**src/rtl/control_timing_unit_if.sv**
```systemverilog
// Control-path bundle between the sequencer controls, the IR opcode field and the
// timing-state generator.
interface control_timing_unit_if #(
    parameter int T_WIDTH   = 3,
    parameter int OP_WIDTH  = 6,
    parameter int NUM_OPS   = 34,
    parameter int CNT_WIDTH = 16
) ();
    logic                      inc;
    logic                      hold;
    logic                      clear;
    logic                      load;
    logic [T_WIDTH-1:0]        load_value;
    logic                      op_latch;
    logic [OP_WIDTH-1:0]       op_in;
    logic [T_WIDTH-1:0]        sc_out;
    logic [(1<<T_WIDTH)-1:0]   t;
    logic [NUM_OPS-1:0]        d;
    logic                      op_illegal;
    logic                      wrap;
    logic [CNT_WIDTH-1:0]      instr_count;

    modport master (
        output inc, hold, clear, load, load_value, op_latch, op_in,
        input  sc_out, t, d, op_illegal, wrap, instr_count
    );

    modport slave (
        input  inc, hold, clear, load, load_value, op_latch, op_in,
        output sc_out, t, d, op_illegal, wrap, instr_count
    );
endinterface

```
**src/rtl/control_timing_unit.sv**
```systemverilog
// Timing-state counter with programmable wrap, opcode latch/decoder and
// retired-instruction counter for the multi-cycle control path.
module control_timing_unit #(
    parameter int T_WIDTH   = 3,
    parameter int MAX_STATE = 7,
    parameter int OP_WIDTH  = 6,
    parameter int NUM_OPS   = 34,
    parameter int CNT_WIDTH = 16
) (
    input  logic                  clk,
    input  logic                  rst_n,
    control_timing_unit_if.slave  bus
);
    localparam int                  T_BITS  = 1 << T_WIDTH;
    localparam logic [T_WIDTH-1:0]  MAX_S   = T_WIDTH'(MAX_STATE);
    localparam logic [OP_WIDTH:0]   NUM_OPS_W = (OP_WIDTH+1)'(NUM_OPS);

    logic [T_WIDTH-1:0]   sc_q, sc_d;
    logic                 wrap_q, wrap_d;
    logic [NUM_OPS-1:0]   d_q, d_d;
    logic                 op_illegal_q, op_illegal_d;
    logic [CNT_WIDTH-1:0] instr_count_q, instr_count_d;
    logic [T_BITS-1:0]    t_dec;
    logic                 op_legal;

    always_comb begin
        sc_d   = sc_q;
        wrap_d = 1'b0;
        if (bus.clear) begin
            sc_d = '0;
        end else if (bus.load) begin
            sc_d = (bus.load_value > MAX_S) ? MAX_S : bus.load_value;
        end else if (bus.hold) begin
            sc_d = sc_q;
        end else if (bus.inc) begin
            if (sc_q == MAX_S) begin
                sc_d   = '0;
                wrap_d = 1'b1;
            end else begin
                sc_d = sc_q + 1'b1;
            end
        end
    end

    always_comb begin
        instr_count_d = instr_count_q;
        if (bus.clear) instr_count_d = instr_count_q + CNT_WIDTH'(1);
    end

    // Illegal opcodes fall out of the decode loop as all-zero D.
    always_comb begin
        op_legal     = ({1'b0, bus.op_in} < NUM_OPS_W);
        d_d          = d_q;
        op_illegal_d = op_illegal_q;
        if (bus.op_latch) begin
            for (int i = 0; i < NUM_OPS; i++) d_d[i] = (bus.op_in == OP_WIDTH'(i));
            op_illegal_d = ~op_legal;
        end
    end

    always_comb begin
        t_dec = '0;
        for (int i = 0; i < T_BITS; i++) t_dec[i] = (sc_q == T_WIDTH'(i));
    end

    always_ff @(posedge clk or negedge rst_n) begin
        if (!rst_n) begin
            sc_q          <= '0;
            wrap_q        <= 1'b0;
            d_q           <= '0;
            op_illegal_q  <= 1'b0;
            instr_count_q <= '0;
        end else begin
            sc_q          <= sc_d;
            wrap_q        <= wrap_d;
            d_q           <= d_d;
            op_illegal_q  <= op_illegal_d;
            instr_count_q <= instr_count_d;
        end
    end

    assign bus.sc_out      = sc_q;
    assign bus.t           = t_dec;
    assign bus.d           = d_q;
    assign bus.op_illegal  = op_illegal_q;
    assign bus.wrap        = wrap_q;
    assign bus.instr_count = instr_count_q;
endmodule
```
**src/flat_wrapper.sv**
```systemverilog
// flat-port wrapper written by rule: the top's interface ports become plain ports
module control_timing_unit_flat 
#(
    parameter int T_WIDTH   = 3,
    parameter int MAX_STATE = 7,
    parameter int OP_WIDTH  = 6,
    parameter int NUM_OPS   = 34,
    parameter int CNT_WIDTH = 16
)
  (clk, rst_n, bus_inc, bus_hold, bus_clear, bus_load, bus_load_value, bus_op_latch, bus_op_in, bus_sc_out, bus_t, bus_d, bus_op_illegal, bus_wrap, bus_instr_count);
  control_timing_unit_if #(.T_WIDTH(T_WIDTH), .OP_WIDTH(OP_WIDTH), .NUM_OPS(NUM_OPS), .CNT_WIDTH(CNT_WIDTH)) bus_i ();
  input  logic clk;
  input  logic rst_n;
  input wire logic [$bits(bus_i.inc)-1:0] bus_inc;
  input wire logic [$bits(bus_i.hold)-1:0] bus_hold;
  input wire logic [$bits(bus_i.clear)-1:0] bus_clear;
  input wire logic [$bits(bus_i.load)-1:0] bus_load;
  input wire logic [$bits(bus_i.load_value)-1:0] bus_load_value;
  input wire logic [$bits(bus_i.op_latch)-1:0] bus_op_latch;
  input wire logic [$bits(bus_i.op_in)-1:0] bus_op_in;
  output wire logic [$bits(bus_i.sc_out)-1:0] bus_sc_out;
  output wire logic [$bits(bus_i.t)-1:0] bus_t;
  output wire logic [$bits(bus_i.d)-1:0] bus_d;
  output wire logic [$bits(bus_i.op_illegal)-1:0] bus_op_illegal;
  output wire logic [$bits(bus_i.wrap)-1:0] bus_wrap;
  output wire logic [$bits(bus_i.instr_count)-1:0] bus_instr_count;
  assign bus_i.inc = bus_inc;
  assign bus_i.hold = bus_hold;
  assign bus_i.clear = bus_clear;
  assign bus_i.load = bus_load;
  assign bus_i.load_value = bus_load_value;
  assign bus_i.op_latch = bus_op_latch;
  assign bus_i.op_in = bus_op_in;
  assign bus_sc_out = bus_i.sc_out;
  assign bus_t = bus_i.t;
  assign bus_d = bus_i.d;
  assign bus_op_illegal = bus_i.op_illegal;
  assign bus_wrap = bus_i.wrap;
  assign bus_instr_count = bus_i.instr_count;
  control_timing_unit #(.T_WIDTH(T_WIDTH), .MAX_STATE(MAX_STATE), .OP_WIDTH(OP_WIDTH), .NUM_OPS(NUM_OPS), .CNT_WIDTH(CNT_WIDTH)) u_core (.clk(clk), .rst_n(rst_n), .bus(bus_i));
endmodule
```
**config.mk**
```make
export PLATFORM = sky130hd
export DESIGN_NAME = control_timing_unit_flat
export DESIGN_NICKNAME = d
export VERILOG_FILES = /design/src/rtl/control_timing_unit_if.sv /design/src/rtl/control_timing_unit.sv /design/src/flat_wrapper.sv
export SDC_FILE = /design/constraint.sdc
export NUM_CORES = 1
export LEC_CHECK = 0
export BUFFER_PORTS_ARGS = -buffer_cell sky130_fd_sc_hd__buf_2
export CORE_MARGIN = 2
export CORE_UTILIZATION = 54
export DETAILED_ROUTE_END_ITERATION = 10
export GPL_TIMING_DRIVEN = 0
export HOLD_SLACK_MARGIN = 0.03
export PLACE_DENSITY = 0.84
export SYNTH_ARGS = -nofsm -noshare
export SYNTH_HDL_FRONTEND = slang
export SYNTH_SLANG_ARGS = --single-unit
```
**constraint.sdc**
```tcl
create_clock -name clk -period 3.3 [get_ports clk]
set_input_delay 0.495 -clock clk [delete_from_list [all_inputs] [get_ports clk]]
set_output_delay 0.495 -clock clk [all_outputs]
set_load 0.005 [all_outputs]
```
==> metrics.txt, run 1 <==
CTS tree=done; Rel. slew slack=0.2133; Clk network pwr share=0.301; Max Cap Viol=0; reg2reg start=u_core.bus.sc_out[0]; routed wire length=5034 um; pwr dens=between 400 and 500 nW/um2; n_diodes=0; Fmax=between 500 and 600 MHz; share of layout cells above drive strength 1=0.3003; Sw Share=0.2678; number of I/O pins=79; CP Capture Point=bus_t[7]; Top Usage Layer GRT=met2; asr flop ratio synth=1.000; mux cell area share after synthesis=0.008836; Cells after DPL=358; Nets=336; Cells after Synth=~230; first-pass GRT wire length=8687 um; clock-pin slew on the worst setup and hold paths=0.09 ns; largest net degree at the start of global routing=56; Worst Max-Slew Pin Slew=1.180 ns; dpl hpwl=3697 um; critical path startpoint category=flop; Synth Area in XOR/XNOR=0.05457; final hold violation count=0; total gr overflow=0; fraction of the mapped netlist area in simple logic gates=0.1512; Syn Area/Cell=10.51 um2; Crit Path Max Fanout=6; DRC=0; peak supply drop=between 0.0002 and 0.0003 V; Area Overhead vs Synth=23.13%; clk sinks=55; worst skew pair latency=about 0.3 ns; Root Driver=clkbuf_8; Mapped Area=roughly 2400 um2; FF+latch area=1376 um2; RR Endpoint=u_core.bus.sc_out[0]; Final setup viols=0; adder-cell share of the synthesized area=0.03638; most frequent cell after synthesis=dfrtp_1; CTS Hold Buffers Added=0; iteration-0 DRC count of the detailed router=100; fill cell count=347; gpl congestion=~0.78; via-per-instance ratio=about 5.3; vias post-DR=roughly 1900; non-filler instance count after layout=365; max-slew violation count=0; WHS=0.4228 ns; Global Route met3 Usage=0.04416; die height=70.77 um; sequential-to-total area share from yosys stat=0.5717; GR Util All Layers=0.2151; Pre-antenna DRT Iters=4; syn_nets=around 250; post-synthesis compound-gate area fraction=0.1076; CTS resizes=0; Flop pwr share=0.547; Clock Path Buffers=2; Yosys reg bits=55; total CTS buffers=5; crit path from=u_core.bus.sc_out[0]; Ys Warns=0; CP Data Required Time=2.80 ns; leakage=1.509 nW; area of the die=5008 um2; CP Data Arrival Time=1.34 ns; Synth cell types=31; met1 usage=0.3174; Logic pwr share=0.152; Final period util=0.5566; Post-CTS Setup Repair Bufs=0; CP endpoint kind=primary output; clock skew=0.005992 ns; Final ANT Viol Nets=0; top cells by area, synth=dfrtp_1 (57%), o22ai_1 (8.8%), inv_1 (5.9%), ha_1 (3.6%), xnor2_1 (3.6%); initial antenna violation count=0; vias in the first global route=1809; Initial Utilization=0.5567; Top FF cell, synth=dfrtp_1; H-tree levels=2; top post-synthesis cells by count=dfrtp_1 (55), inv_1 (38), o22ai_1 (34); P_sw=385.6 uW; largest family of logic cells by synthesized area=simple AND/OR/NAND/NOR gates; dominant cell type by area after synthesis=dfrtp_1; DR WL/cell=between 10 and 15 um; Core ar.=4324 um2; EDFF count, synth=0; area taken by multi-input logic gates=between 800 and 900 um2; row cnt=24; Layout Utilization=0.6855; RSZ-0062 raised after global routing=no; HP Class=primary input to asynchronous set/reset pin; post-route setup TNS=0 ns; flop2flop setup slack=1.87 ns; critical path class=flop to primary output; outcome=completed; Reg2Reg Depth=5; GRT met2 Usage=0.3261; area share of the largest cell type after synthesis=0.5717; Period minus WS final=1.837 ns; Die W=between 70 and 80 um; post-layout total power=1.440 mW; port buffer count=77; Int Power=1.054 mW
flip-flops by register name (all words and copies together) (netlist names):
name	flops
u_core.bus.d	34
u_core.bus.instr_count	16
u_core.bus.op_illegal	1
u_core.bus.sc_out	3
u_core.bus.wrap	1
cell families (layout without fill, tap and decap cells):
| group | after synthesis | after routing |
|---|---|---|
| simple gates | 65 | 65 |
| flops | 55 | 55 |
| fa+ha+maj | 7 | 7 |
| mux | 2 | 2 |
| xor+xnor | 15 | 15 |
| compound gates | 41 | 41 |
| buf+inv | 44 | 128 |
critical path, stage by stage, from the launching register on:
cell     delay [ns]
dfrtp_1        0.44
ha_1           0.25
ha_1           0.22
buf_2          0.13
placed cells by master, fill, tap and decap left out:
cell        netlist  final
and4_1            1      1
o31ai_1           3      3
or2_2             3      3
nor3_2            1      1
bufinv_16         0      1
nand3b_1          2      2
nor2b_1           5      5
o22ai_1          34     34
nand3_2           1      1
nor2_1            7      7
inv_1            38     38
clkbuf_8          0      5
buf_1             2      2
dfrtp_1          55     55
nand2_1          15     15
o311ai_0          1      1
o21ai_0           1      1
ha_1              7      7
xor2_1            5      5
mux2_2            1      1
nor3_1            3      3
a21oi_1           2      2
buf_2             2     79
xnor2_1          10     10
and3_1            2      2
and4_4            2      2
nand3_1           7      7
clkbuf_1          2      2
mux2i_1           1      1
nand4_1           5      5
clkinvlp_4        0      1
nand2b_1          6      6
and3b_1           1      1
and2_1            4      4
metrics by stage:
step                      instance area, um2  worst slack [ns]
after floorplan                         2407             1.954
after global placement                  2858             1.719
after detailed placement                2858             1.711
after CTS                               2964             1.451
after global routing                    2964             1.382
final                                   2964             1.463
how the worst min path moves through the flow:
stage | startpoint | end | cells past startpoint
after floorplan | rst_n | u_core.bus.d[0] | 0
after global placement | u_core.bus.instr_count[15] | u_core.bus.instr_count[15] | 1
after detailed placement | u_core.bus.instr_count[15] | u_core.bus.instr_count[15] | 1
after CTS | bus_hold | u_core.bus.wrap | 4
after global routing | bus_hold | u_core.bus.wrap | 4
final | rst_n | u_core.bus.d[16] | 1
final cells by class:
class	count	area share
Sequential cell	55	0.4643
Tap cell	52	0.02195
Inverter	38	0.04812
Buffer	6	0.008442
Clock buffer	5	0.02322
Multi-Input combinational cell	130	0.2913
Timing Repair Buffer	77	0.1300
Clock inverter	2	0.01266
power groups by stage:
stage	registers (mW)	logic [mW]	clock network (mW)
2_1_floorplan	0.795	0.112	0
3_3_place_gp	0.797	0.212	0
3_5_place_dp	0.802	0.223	0
4_1_cts	0.789	0.224	0.443
5_1_grt	0.800	0.249	0.463
6_report	0.788	0.219	0.433
layer usage:
layer / vias up / wire length, um
li1: 940 / -
met1: 917 / 2345
met2: 55 / 2363
met3: 8 / 232
met4: 0 / 92
met5: - / 0
No activity file was read; power rests on OpenSTA's default activity.
==> run 2, diff against run 1 <==
--- a/config.mk
+++ b/config.mk
@@ -7,11 +7,11 @@
 export LEC_CHECK = 0
 export BUFFER_PORTS_ARGS = -buffer_cell sky130_fd_sc_hd__buf_2
 export CORE_MARGIN = 2
-export CORE_UTILIZATION = 54
+export CORE_UTILIZATION = 50
 export DETAILED_ROUTE_END_ITERATION = 10
 export GPL_TIMING_DRIVEN = 0
 export HOLD_SLACK_MARGIN = 0.03
-export PLACE_DENSITY = 0.84
+export PLACE_DENSITY = 0.79
 export SYNTH_ARGS = -nofsm -noshare
 export SYNTH_HDL_FRONTEND = slang
 export SYNTH_SLANG_ARGS = --single-unit
==> constraint.sdc (replaced) <==
create_clock -name clk -period 1.75 [get_ports clk]
set_input_delay 0.2625 -clock clk [delete_from_list [all_inputs] [get_ports clk]]
set_output_delay 0.2625 -clock clk [all_outputs]
set_load 0.005 [all_outputs]
==> run 2 against run 1 <==
Count of clock-buffer cells in the layout is the same. Critical path type unchanged. Wire length grew 0.36%. Combinational power grew 86%. Final cell count grew 0.82%. Hold slack lost 0.22 ns. Final area shrank 0.68%. Sequential cell count is the same.
==> metrics.txt, run 2 (same netlist as run 1, synthesis figures left out) <==
outcome=completed; area of the die=approximately 5400 um2; Rel. slew slack=0.2095; CP Data Required Time=around 1.5 ns; RR Endpoint=u_core.bus.sc_out[0]; crit path from=u_core.bus.sc_out[0]; first-pass GRT wire length=between 8000 and 9000 um; H-tree levels=2; port buffer count=77; peak supply drop=0.0003926 V; Post-CTS Setup Repair Bufs=0; max FFs per register=34; Fmax=631.9 MHz; clock-pin slew on the worst setup and hold paths=about 0.10 ns; leakage=between 1.5 and 2 nW; largest net degree at the start of global routing=56; vias in the first global route=1820; initial antenna violation count=0; reg2reg start=u_core.bus.sc_out[0]; iteration-0 DRC count of the detailed router=roughly 110; Nets=336; Reg2Reg Depth=5; Crit Path Max Fanout=6; most common cell after layout, fill and taps aside=buf_2; DRC=0; clk sinks=55; vias post-DR=~1900; critical path class=flop to primary output; critical path startpoint category=flop; Max Cap Viol=0; Final setup viols=0; HP Class=primary input to asynchronous set/reset pin; Final ANT Viol Nets=0; total gr overflow=0; Period minus WS final=1.583 ns; routed wire length=5052 um; CTS tree=done; Cells after DPL=360; CTS Hold Buffers Added=0; row cnt=25; Layout Utilization=0.6275; via-per-instance ratio=5.212; Die W=between 70 and 80 um; Root Driver=clkbuf_8; most frequent cells in the layout=buf_2 (79), dfrtp_1 (55), inv_1 (38); CP endpoint kind=primary output; Area Overhead vs Synth=22.30%; Pre-antenna DRT Iters=4; non-filler instance count after layout=368; dpl hpwl=3749 um; CP Data Arrival Time=roughly 1.3 ns; Core ar.=between 4000 and 5000 um2; final hold violation count=0; clock skew=0.005883 ns; CTS resizes=0; n_diodes=0; pwr dens=866.3 nW/um2; total CTS buffers=5; GR Util All Layers=0.1957; number of I/O pins=79; Final period util=0.9043; RSZ-0062 raised after global routing=no; gpl congestion=0.7794; die height=~73 um; flop2flop setup slack=0.32 ns; share of layout cells above drive strength 1=0.3025; max-slew violation count=0; Initial Utilization=0.5131; Worst Max-Slew Pin Slew=1.186 ns; post-route setup TNS=0 ns; worst skew pair latency=around 0.29 ns; Clock Path Buffers=2; CP Capture Point=bus_t[7]; DR WL/cell=13.73 um
## run 2: changes by cell type in the layout (fill, tap and decap cells not counted)
cell and change:
clkinv_2 +3, clkinvlp_4 -1, bufinv_16 -1
## run 2: power by group
group          internal, mW  switching [mW]  total (mW)
combinational         0.205           0.203       0.408
clock                 0.275           0.386       0.661
sequential             1.36           0.117        1.48
## run 2: layout make-up
cell class                      count  area (um2)
Buffer                              6       25.02
Clock buffer                        5       68.82
Clock inverter                      3       15.01
Fill cell                         425        1748
Inverter                           38       142.6
Multi-Input combinational cell    130       863.3
Sequential cell                    55        1376
Tap cell                           54       67.56
Timing Repair Buffer               77       385.4
## run 2: critical path, cell delays in order (launching register included)
cell     delay [ns]
dfrtp_1        0.44
ha_1           0.24
ha_1           0.21
buf_2          0.13
## run 2: metrics by stage
step	hold WS [ns]	power (mW)	worst slack, ns	area [um2]
final	0.2011	2.550	0.1675	2944
after detailed placement	0.4823	1.921	0.3434	2860
after global routing	0.2140	2.703	0.09360	2944
after global placement	0.4510	1.907	0.3758	2860
after floorplan	-0.03309	1.711	0.4122	2407
after CTS	0.2113	2.569	0.1585	2944
## run 2: layer usage
metal,global-route usage,share of wire,vias up
met5,0,0,-
met4,0.04848,0.0067,0
met3,0.04252,0.047,2
met2,0.3263,0.48,51
met1,0.2619,0.46,922
li1,-,-,943
## run 2: how the worst min path moves through the flow
stage | cells past startpoint | endpoint | from | slack, ns
5_1_grt | 4 | u_core.bus.wrap | bus_hold | 0.21
6_report | 1 | u_core.bus.d[31] | rst_n | 0.20
4_1_cts | 4 | u_core.bus.wrap | bus_hold | 0.21
2_1_floorplan | 0 | u_core.bus.d[0] | rst_n | -0.03
3_3_place_gp | 1 | u_core.bus.instr_count[15] | u_core.bus.instr_count[15] | 0.45
3_5_place_dp | 1 | u_core.bus.instr_count[15] | u_core.bus.instr_count[15] | 0.48
